==> src/rtl/hpi_pkg.sv <==
// Shared types and constants for the CY7C67200 HPI bus controller.
package hpi_pkg;

    typedef enum logic [2:0] {
        IDLE   = 3'd0,
        SETUP  = 3'd1,
        STROBE = 3'd2,
        HOLD   = 3'd3,
        RECOV  = 3'd4
    } hpi_state_t;

    // HPI register select values driven on hpi_addr
    localparam logic [1:0] HPI_DATA    = 2'd0;
    localparam logic [1:0] HPI_MAILBOX = 2'd1;
    localparam logic [1:0] HPI_ADDR    = 2'd2;
    localparam logic [1:0] HPI_STATUS  = 2'd3;

    function automatic int max3(input int a, input int b, input int c);
        int m;
        m = (a > b) ? a : b;
        return (m > c) ? m : c;
    endfunction

endpackage

==> src/rtl/hpi_rr_arbiter.sv <==
// Two-way arbiter for the HPI port: round-robin on ties, or requester 0 first when FIXED_PRIO=1.
module hpi_rr_arbiter #(
    parameter int FIXED_PRIO = 0
) (
    input  logic       Clk,
    input  logic       Reset,
    input  logic [1:0] req,
    input  logic       grant_en,
    output logic [1:0] grant,
    output logic       last_grant
);

    logic       prio;  // requester favoured on the next tie
    logic [1:0] pick;

    always_comb begin
        pick = 2'b00;
        if (req[0] && (!req[1] || FIXED_PRIO != 0 || !prio))
            pick = 2'b01;
        else if (req[1])
            pick = 2'b10;
    end

    assign grant = grant_en ? pick : 2'b00;

    always_ff @(posedge Clk or posedge Reset) begin
        if (Reset) begin
            prio       <= 1'b0;
            last_grant <= 1'b0;
        end else if (|grant) begin
            last_grant <= grant[1];
            prio       <= grant[0];
        end
    end

endmodule

==> src/rtl/hpi_bus_controller.sv <==
// Shares the OTG HPI port between the NIOS PIO bridge (0) and the keycode poller (1), timing each
// access as setup/strobe/hold/recovery. The OTG_DATA pad is built from hpi_dout/hpi_dout_en upstream.
module hpi_bus_controller
    import hpi_pkg::*;
#(
    parameter int SETUP_CYC  = 1,
    parameter int STROBE_CYC = 4,
    parameter int HOLD_CYC   = 1,
    parameter int FIXED_PRIO = 0
) (
    input  logic        Clk,
    input  logic        Reset,
    input  logic [1:0]  req_i,
    input  logic [1:0]  we_i,
    input  logic [3:0]  addr_i,
    input  logic [31:0] wdata_i,
    output logic [1:0]  ack_o,
    output logic [15:0] rdata_o,
    output logic        busy_o,
    output logic        hpi_cs_n,
    output logic        hpi_r_n,
    output logic        hpi_w_n,
    output logic [1:0]  hpi_addr,
    output logic [15:0] hpi_dout,
    output logic        hpi_dout_en,
    input  logic [15:0] hpi_din
);

    localparam int CNT_W = $clog2(max3(SETUP_CYC, STROBE_CYC, HOLD_CYC) + 1);
    localparam logic [CNT_W-1:0] SETUP_LD  = CNT_W'(SETUP_CYC - 1);
    localparam logic [CNT_W-1:0] STROBE_LD = CNT_W'(STROBE_CYC - 1);
    localparam logic [CNT_W-1:0] HOLD_LD   = CNT_W'(HOLD_CYC - 1);

    hpi_state_t       state;
    logic [CNT_W-1:0] cnt;
    logic             we_q;
    logic [1:0]       grant;
    logic             active_id;

    logic        sel_we;
    logic [1:0]  sel_addr;
    logic [15:0] sel_wdata;

    hpi_rr_arbiter #(
        .FIXED_PRIO (FIXED_PRIO)
    ) u_arb (
        .Clk        (Clk),
        .Reset      (Reset),
        .req        (req_i),
        .grant_en   (state == IDLE),
        .grant      (grant),
        .last_grant (active_id)
    );

    assign sel_we    = grant[1] ? we_i[1]        : we_i[0];
    assign sel_addr  = grant[1] ? addr_i[3:2]    : addr_i[1:0];
    assign sel_wdata = grant[1] ? wdata_i[31:16] : wdata_i[15:0];

    // Each phase counts down from its load value; the state advances when the count reaches zero.
    always_ff @(posedge Clk or posedge Reset) begin
        if (Reset) begin
            state       <= IDLE;
            cnt         <= '0;
            we_q        <= 1'b0;
            ack_o       <= 2'b00;
            rdata_o     <= 16'h0000;
            busy_o      <= 1'b0;
            hpi_cs_n    <= 1'b1;
            hpi_r_n     <= 1'b1;
            hpi_w_n     <= 1'b1;
            hpi_addr    <= 2'b00;
            hpi_dout    <= 16'h0000;
            hpi_dout_en <= 1'b0;
        end else begin
            ack_o <= 2'b00;
            case (state)
                IDLE: begin
                    if (|grant) begin
                        state    <= SETUP;
                        cnt      <= SETUP_LD;
                        busy_o   <= 1'b1;
                        hpi_cs_n <= 1'b0;
                        hpi_addr <= sel_addr;
                        we_q     <= sel_we;
                        if (sel_we) begin
                            hpi_dout    <= sel_wdata;
                            hpi_dout_en <= 1'b1;
                        end
                    end
                end
                SETUP: begin
                    if (cnt == '0) begin
                        state <= STROBE;
                        cnt   <= STROBE_LD;
                        if (we_q)
                            hpi_w_n <= 1'b0;
                        else
                            hpi_r_n <= 1'b0;
                    end else begin
                        cnt <= cnt - 1'b1;
                    end
                end
                STROBE: begin
                    if (cnt == '0) begin
                        state   <= HOLD;
                        cnt     <= HOLD_LD;
                        hpi_r_n <= 1'b1;
                        hpi_w_n <= 1'b1;
                        if (!we_q)
                            rdata_o <= hpi_din;
                    end else begin
                        cnt <= cnt - 1'b1;
                    end
                end
                HOLD: begin
                    if (cnt == '0) begin
                        state       <= RECOV;
                        hpi_cs_n    <= 1'b1;
                        hpi_dout_en <= 1'b0;
                        ack_o       <= active_id ? 2'b10 : 2'b01;
                    end else begin
                        cnt <= cnt - 1'b1;
                    end
                end
                RECOV: begin
                    state  <= IDLE;
                    busy_o <= 1'b0;
                end
                default: begin
                    state <= IDLE;
                end
            endcase
        end
    end

    a_strobe_excl: assert property (@(posedge Clk) disable iff (Reset) (hpi_r_n || hpi_w_n));
    a_dout_en_ok:  assert property (@(posedge Clk) disable iff (Reset) (!hpi_dout_en || (we_q && !hpi_cs_n)));

endmodule

==> config.mk <==
export PLATFORM = sky130hd
export DESIGN_NAME = hpi_bus_controller
export DESIGN_NICKNAME = d
export VERILOG_FILES = /design/src/rtl/hpi_pkg.sv /design/src/rtl/hpi_rr_arbiter.sv /design/src/rtl/hpi_bus_controller.sv
export SDC_FILE = /design/constraint.sdc
export NUM_CORES = 1
export LEC_CHECK = 0
export ABC_AREA = 1
export CORE_AREA = 2 2 78 80
export DETAILED_ROUTE_END_ITERATION = 10
export DIE_AREA = 0 0 80 82
export GPL_TIMING_DRIVEN = 0
export PLACE_DENSITY_LB_ADDON = 0.3
export RECOVER_POWER = 50
export SYNTH_ARGS = -nofsm -noshare
export SYNTH_HDL_FRONTEND = slang
export SYNTH_SLANG_ARGS = --single-unit
export TNS_END_PERCENT = 50
==> constraint.sdc <==
create_clock -name Clk -period 2 [get_ports Clk]
set_clock_uncertainty 0.1 [all_clocks]
set_input_delay 0.4 -clock Clk [delete_from_list [all_inputs] [get_ports Clk]]
set_output_delay 0.4 -clock Clk [all_outputs]
set_load 0.03 [all_outputs]
==> results.yml, run 1 <==
die:
  core-area_sq_mm: 0.00575
  initial_core_util_pct: 42.1
  die_h_microns: 82
  rows: 28
  dieArea_sq_mm: 0.00656
  die_x_microns: 80
  ios: 99
sta:
  relSlewSlack_pct: 65.8
  rsz0062_at_grt: "no"
  final_hold_viol_count: 0
  post-route-min-period_ps: 1880
  setup_viol: 0
  tightest_slew_ps: 512
  fmax_ghz: 0.533
  fin_crit_sh_pct: 93.8
  setup_ws_ps: 124
  report.final.slew_viol_count: 0
grt:
  grt_usage_pct: 18.5
  grt_pass1_vias: 2194
  overflow: 0
  antenna_found_initial: 0
  grt_pass1_wl_mm: 9.60
  grt_max_degree: 39
setup_path:
  worst-setup-path-type: "reg2out"
  worstSetupEndpointType: "output port"
  max_stage_delay_ps: 690
  cp.depth: 1
  reg2reg_to: "rdata_o[5]"
  cp_cell_sequence: "clkdlybuf4s50_1"
  crit_path_max_fanout: 2
  crit_start: "rdata_o[8]"
  crit_end: "rdata_o[8]"
  crit_buf_inv: 1
  crit_arrival_ps: 1380
  r2r-start: "cnt[0]"
  critPathSlowestCell: "clkdlybuf4s50_1"
  cp.required_ps: 1500
  r2r_slack_ps: 200
  cp-start-kind: "register"
  r2r_cells: 7
  cp_top_family: "buffers and inverters"
clocking:
  postCtsSetupRepairBufs: 0
  clockBufferDepth: 2
  worstSkewPairLatency_ps: 310
  root_buffer: "clkbuf_8"
  hold_buffers: 0
  cts_made_buffers: 5
  cts_tree: "done"
  clkSinkCount: 50
  cts_max_level: 2
  clk_pin_slew_ps: 100
pwr:
  ir_drop_uv: 876
  comb_power_share_pct: 56.4
  pwr-share-seq_pct: 31.8
  p_sw_w: 0.00246
  p_clk_share_pct: 11.8
  power_density_mw_per_mm2: 1520
  p_int_w: 0.00298
  swShare_pct: 45.2
  power.static_leakage_nw: 1.84
layout:
  syn_to_final_growth_pct: 48.6
  final_cell_mix: "nand2_1, clkdlybuf4s50_1, dfrtp_1, inv_1"
  drive_gt1_share_pct: 7.77
  fin_util_pct: 62.5
  ff_latch_area_sq_mm: 0.00125
  layout.nets: 471
  multiInputGateArea_sq_um: 922
  layout_commonest_cell: "nand2_1"
  antenna_cells: 0
  n_fill_cell: 519
place:
  io_buffers: 98
  place_hpwl_mm: 4.40
  place_worst_setup_slack_ps: -123
  place_congestion: 0.815
synthesis:
  synth_edf_count: 0
  syn_inst: 305
  syn_avg_cell_area_sq_um: 7.93
  asyncSetResetFlopFracSynth_pct: 100
  synth-main-ff-cell: "dfrtp_1"
  ys_types: 26
  syn_area_sq_mm: 0.00242
  yosysSeqAreaShare_pct: 51.9
  synth_seq_cells: 50
  yosys_warnings: 0
  synth_fp_nets: 365
run_status:
  status: "finished, final reports clean"
drt:
  wl_per_cell_microns: 11.9
  post_drt_via_cell_ratio: 4.62
  drt_iter0_drc: 112
  drc: 0
  via_count: 2250
  ant_nets: 0
  dr.pass1.iters: 4
  wl_mm: 5.78
run:
  drv_cap: 0
hold_path:
  hold_path.class: "reg2reg"
-- state kept, by name, summed over array words and instances (netlist names) --
name              cells
hpi_r_n               1
state                 3
hpi_cs_n              1
hpi_dout_en           1
we_q                  1
rdata_o              16
busy_o                1
hpi_w_n               1
hpi_addr              2
cnt                   3
ack_o                 2
u_arb.prio            1
hpi_dout             16
u_arb.last_grant      1
-- cells in the mapped netlist, types with 2 or more instances --
cell type / number / share of area (%)
o21ai_0: 25 / 5.2
nor2_1: 6 / 0.93
dfrtp_1: 47 / 49
nand2_2: 3 / 0.78
nand2_4: 2 / 0.93
inv_2: 2 / 0.31
a22oi_1: 2 / 0.62
dfstp_2: 3 / 3.3
nor2_2: 3 / 0.78
nand2_1: 128 / 20
nand3_1: 25 / 5.2
o21ai_1: 2 / 0.41
inv_1: 38 / 5.9
ha_1: 2 / 1.0
buf_6: 2 / 0.93
a21oi_1: 2 / 0.41
buf_2: 4 / 0.83
-- power groups by stage --
stage / logic (W) / registers, W / clock network, W
2_1_floorplan: 0.00123 / 0.00245 / 0
3_3_place_gp: 0.00305 / 0.00173 / 0
3_5_place_dp: 0.00313 / 0.00175 / 0
4_1_cts: 0.00313 / 0.00173 / 0.000650
5_1_grt: 0.00338 / 0.00179 / 0.000698
6_report: 0.00307 / 0.00173 / 0.000644
-- area by class of cell --
class	count	share of cell area (%)
plain buffers	10	2.40
clock buffers	6	2.30
clock inverters	2	0.453
inverters	40	4.18
multi-input cells	205	25.7
flip-flops and latches	50	34.9
well taps	75	2.61
repair buffers	99	27.4
-- what timing repair did --
action,4_1_cts,5_1_grt
endpoints found under the hold margin,0,0
resized for setup,3,0
endpoints found under the setup margin,3,0
-- how the worst min path moves through the flow --
stage	startpoint	end	slack [ps]	depth (start not counted)
after floorplan	u_arb.last_grant	ack_o[0]	300	1
after global placement	u_arb.last_grant	ack_o[0]	310	1
after detailed placement	u_arb.last_grant	ack_o[0]	310	1
after CTS	Reset	hpi_dout[12]	260	2
after global routing	u_arb.last_grant	ack_o[0]	350	1
final	u_arb.last_grant	ack_o[0]	330	1
-- per-layer routing --
layer / routed length [microns] / vias to the layer above / part of all wire, % / GRT usage, %
li1: - / 1146 / - / -
met1: 2510 / 1028 / 43 / 22.7
met3: 407 / 7 / 7.0 / 5.93
met2: 2790 / 69 / 48 / 31.0
met4: 64 / 0 / 1.1 / 5.76
met5: 0 / - / 0 / 0
-- metrics by stage --
stage	hold slack, ps	instances	TNS [ps]	instance area (sq um)	power, W
final	325	487	0	3590	0.00545
after detailed placement	313	479	-1130	3510	0.00487
after floorplan	303	305	0	2420	0.00368
after CTS	257	487	0	3610	0.00551
after global placement	309	478	-32190	3490	0.00478
after global routing	354	487	0	3590	0.00587
-- kinds of logic (layout without fill, tap and decap cells) --
group / after synthesis / after routing / share of synthesized area, %
AOI/OAI and AO/OA: 32 / 32 / 7.30
xor gates and xnor gates: 1 / 1 / 0.362
adders and majority gates: 2 / 2 / 1.04
buffers and inverters: 50 / 157 / 9.83
DFF: 50 / 50 / 51.9
and+or+nand+nor: 170 / 170 / 29.6
-- worst reg2reg max path: stages (launching register included) --
cell and delay (ps):
dfrtp_1 380, inv_1 70, ha_1 190, nand2_1 170, inv_1 130, nand3_1 180, clkbuf_1 330, o21ai_0 140
(Power assumes the default switching activity.)
==> inputs of run 2 (changes only) <==
==> constraint.sdc (replaced) <==
create_clock -name Clk -period 2 [get_ports Clk]
set_clock_uncertainty 0.1 [all_clocks]
set_input_delay 0.6 -clock Clk [delete_from_list [all_inputs] [get_ports Clk]]
set_output_delay 0.6 -clock Clk [all_outputs]
set_load 0.03 [all_outputs]
==> run 2 against run 1 <==
  * Via count up 0.67%
  * Flip-flop and latch count did not move
  * Final cell count stayed put
  * Register-to-register slack hardly changed
  * Critical path depth unchanged
  * Combinational power fell by 7.8%
  * Count of clock-buffer cells in the layout unchanged
  * Routed wire length is essentially flat
  * Worst setup slack worse by 59 ps
  * Critical endpoint is now hpi_r_n
==> results.yml, run 2 (same netlist as run 1, synthesis figures left out) <==
sta:
  rsz0062_at_grt: "no"
  report.final.slew_viol_count: 0
  tightest_slew_ps: 577
  fmax_ghz: 0.517
  post-route-min-period_ps: 1940
  whs_ps: 325
  setup_viol: 0
  fin_crit_sh_pct: 96.8
  relSlewSlack_pct: 61.5
  final_hold_viol_count: 0
grt:
  grt_max_degree: 39
  antenna_found_initial: 0
  grt_pass1_vias: 2178
  overflow: 0
  grt_usage_pct: 18.3
  grt_pass1_wl_mm: 9.53
drt:
  ant_nets: 0
  wl_mm: 5.78
  dr.pass1.iters: 4
  post_drt_via_cell_ratio: 4.65
  via_count: 2265
  drt_iter0_drc: 95
  drc: 0
  wl_per_cell_microns: 11.9
setup_path:
  crit_arrival_ps: 1240
  worstSetupEndpointType: "output port"
  max_stage_delay_ps: 540
  crit_buf_inv: 1
  cp-start-kind: "register"
  cp_cell_sequence: "dlygate4sd2_1"
  cp_top_family: "flip-flops"
  worst-setup-path-type: "reg2out"
  critPathSlowestCell: "dfstp_2"
  crit_path_max_fanout: 2
  cp.required_ps: 1300
clocking:
  clk_pin_slew_ps: 90
  root_buffer: "clkbuf_8"
  clkSinkCount: 50
  postCtsSetupRepairBufs: 0
  cts_made_buffers: 5
  hold_buffers: 0
  worstSkewPairLatency_ps: 310
  cts_tree: "done"
  cts_max_level: 2
  clockBufferDepth: 2
die:
  initial_core_util_pct: 42.1
  die_x_microns: 80
  die_h_microns: 82
  dieArea_sq_mm: 0.00656
  rows: 28
  core-area_sq_mm: 0.00575
  ios: 99
place:
  dpl_cell_area_sq_mm: 0.00351
  place_hpwl_mm: 4.40
  io_buffers: 98
  place_congestion: 0.815
pwr:
  ir_drop_uv: 781
  power.static_leakage_nw: 1.92
  power_density_mw_per_mm2: 1460
  p_total_w: 0.00519
layout:
  layout.nets: 471
  fin_area_sq_mm: 0.00355
  antenna_cells: 0
  layout_commonest_cell: "nand2_1"
  final_cell_mix: "nand2_1, clkdlybuf4s50_1, dfrtp_1, dlygate4sd2_1, inv_1"
  syn_to_final_growth_pct: 46.7
  drive_gt1_share_pct: 8.01
  top_regs: "hpi_dout (16), rdata_o (16)"
run_status:
  status: "finished, final reports clean"
hold_path:
  hold_path.class: "reg2reg"
run:
  drv_cap: 0
run 2: path summary, 6_finish.rpt:
check,startpoint,to,slack (ps),cells after the start
max reg2reg,cnt[0],rdata_o[5],200,7
min reg2reg,u_arb.last_grant,ack_o[0],330,1
max,hpi_r_n,hpi_r_n,60,1
min in group asynchronous,Reset,hpi_dout[12],670,2
max in group asynchronous,Reset,hpi_w_n,460,3
min,u_arb.last_grant,ack_o[0],330,1
run 2: power by group:
| part | internal, W | total (W) | switching, W |
|---|---|---|---|
| Clock | 0.000285 | 0.000640 | 0.000355 |
| Combinational | 0.000983 | 0.00283 | 0.00185 |
| Sequential | 0.00147 | 0.00172 | 0.000243 |
| Total | 0.00274 | 0.00519 | 0.00245 |
run 2: layout make-up:
cell class,instances,area (sq um)
Multi-Input combinational cell,205,920
Sequential cell,50,1250
Timing Repair Buffer,99,940
Inverter,40,150
Clock inverter,2,16.3
Clock buffer,6,82.6
Buffer,10,90.1
Tap cell,75,93.8
Fill cell,540,2200
run 2: routing by layer:
layer,global-route usage (%),routed length [microns],up-vias
li1,-,-,1149
met3,5.93,431,7
met1,22.2,2460,1040
met2,31.2,2820,69
met5,0,0,-
met4,5.76,64,0
run 2: what timing repair did:
item / 4_1_cts / 5_1_grt
cloned: 0 / 0
resized for setup: 41 / 3
setup endpoints to repair: 43 / 3
run 2: stage by stage:
step / setup TNS (ps) / worst slack [ps] / util (%) / instances
global route: 0 / 6.25 / 61.7 / 487
CTS: 0 / 0.425 / 62.0 / 487
detailed placement: -5590 / -323 / 61.1 / 479
finish: 0 / 64.7 / 61.7 / 487
global placement: -45560 / -867 / 60.8 / 478
floorplan: 0 / 104 / - / 305
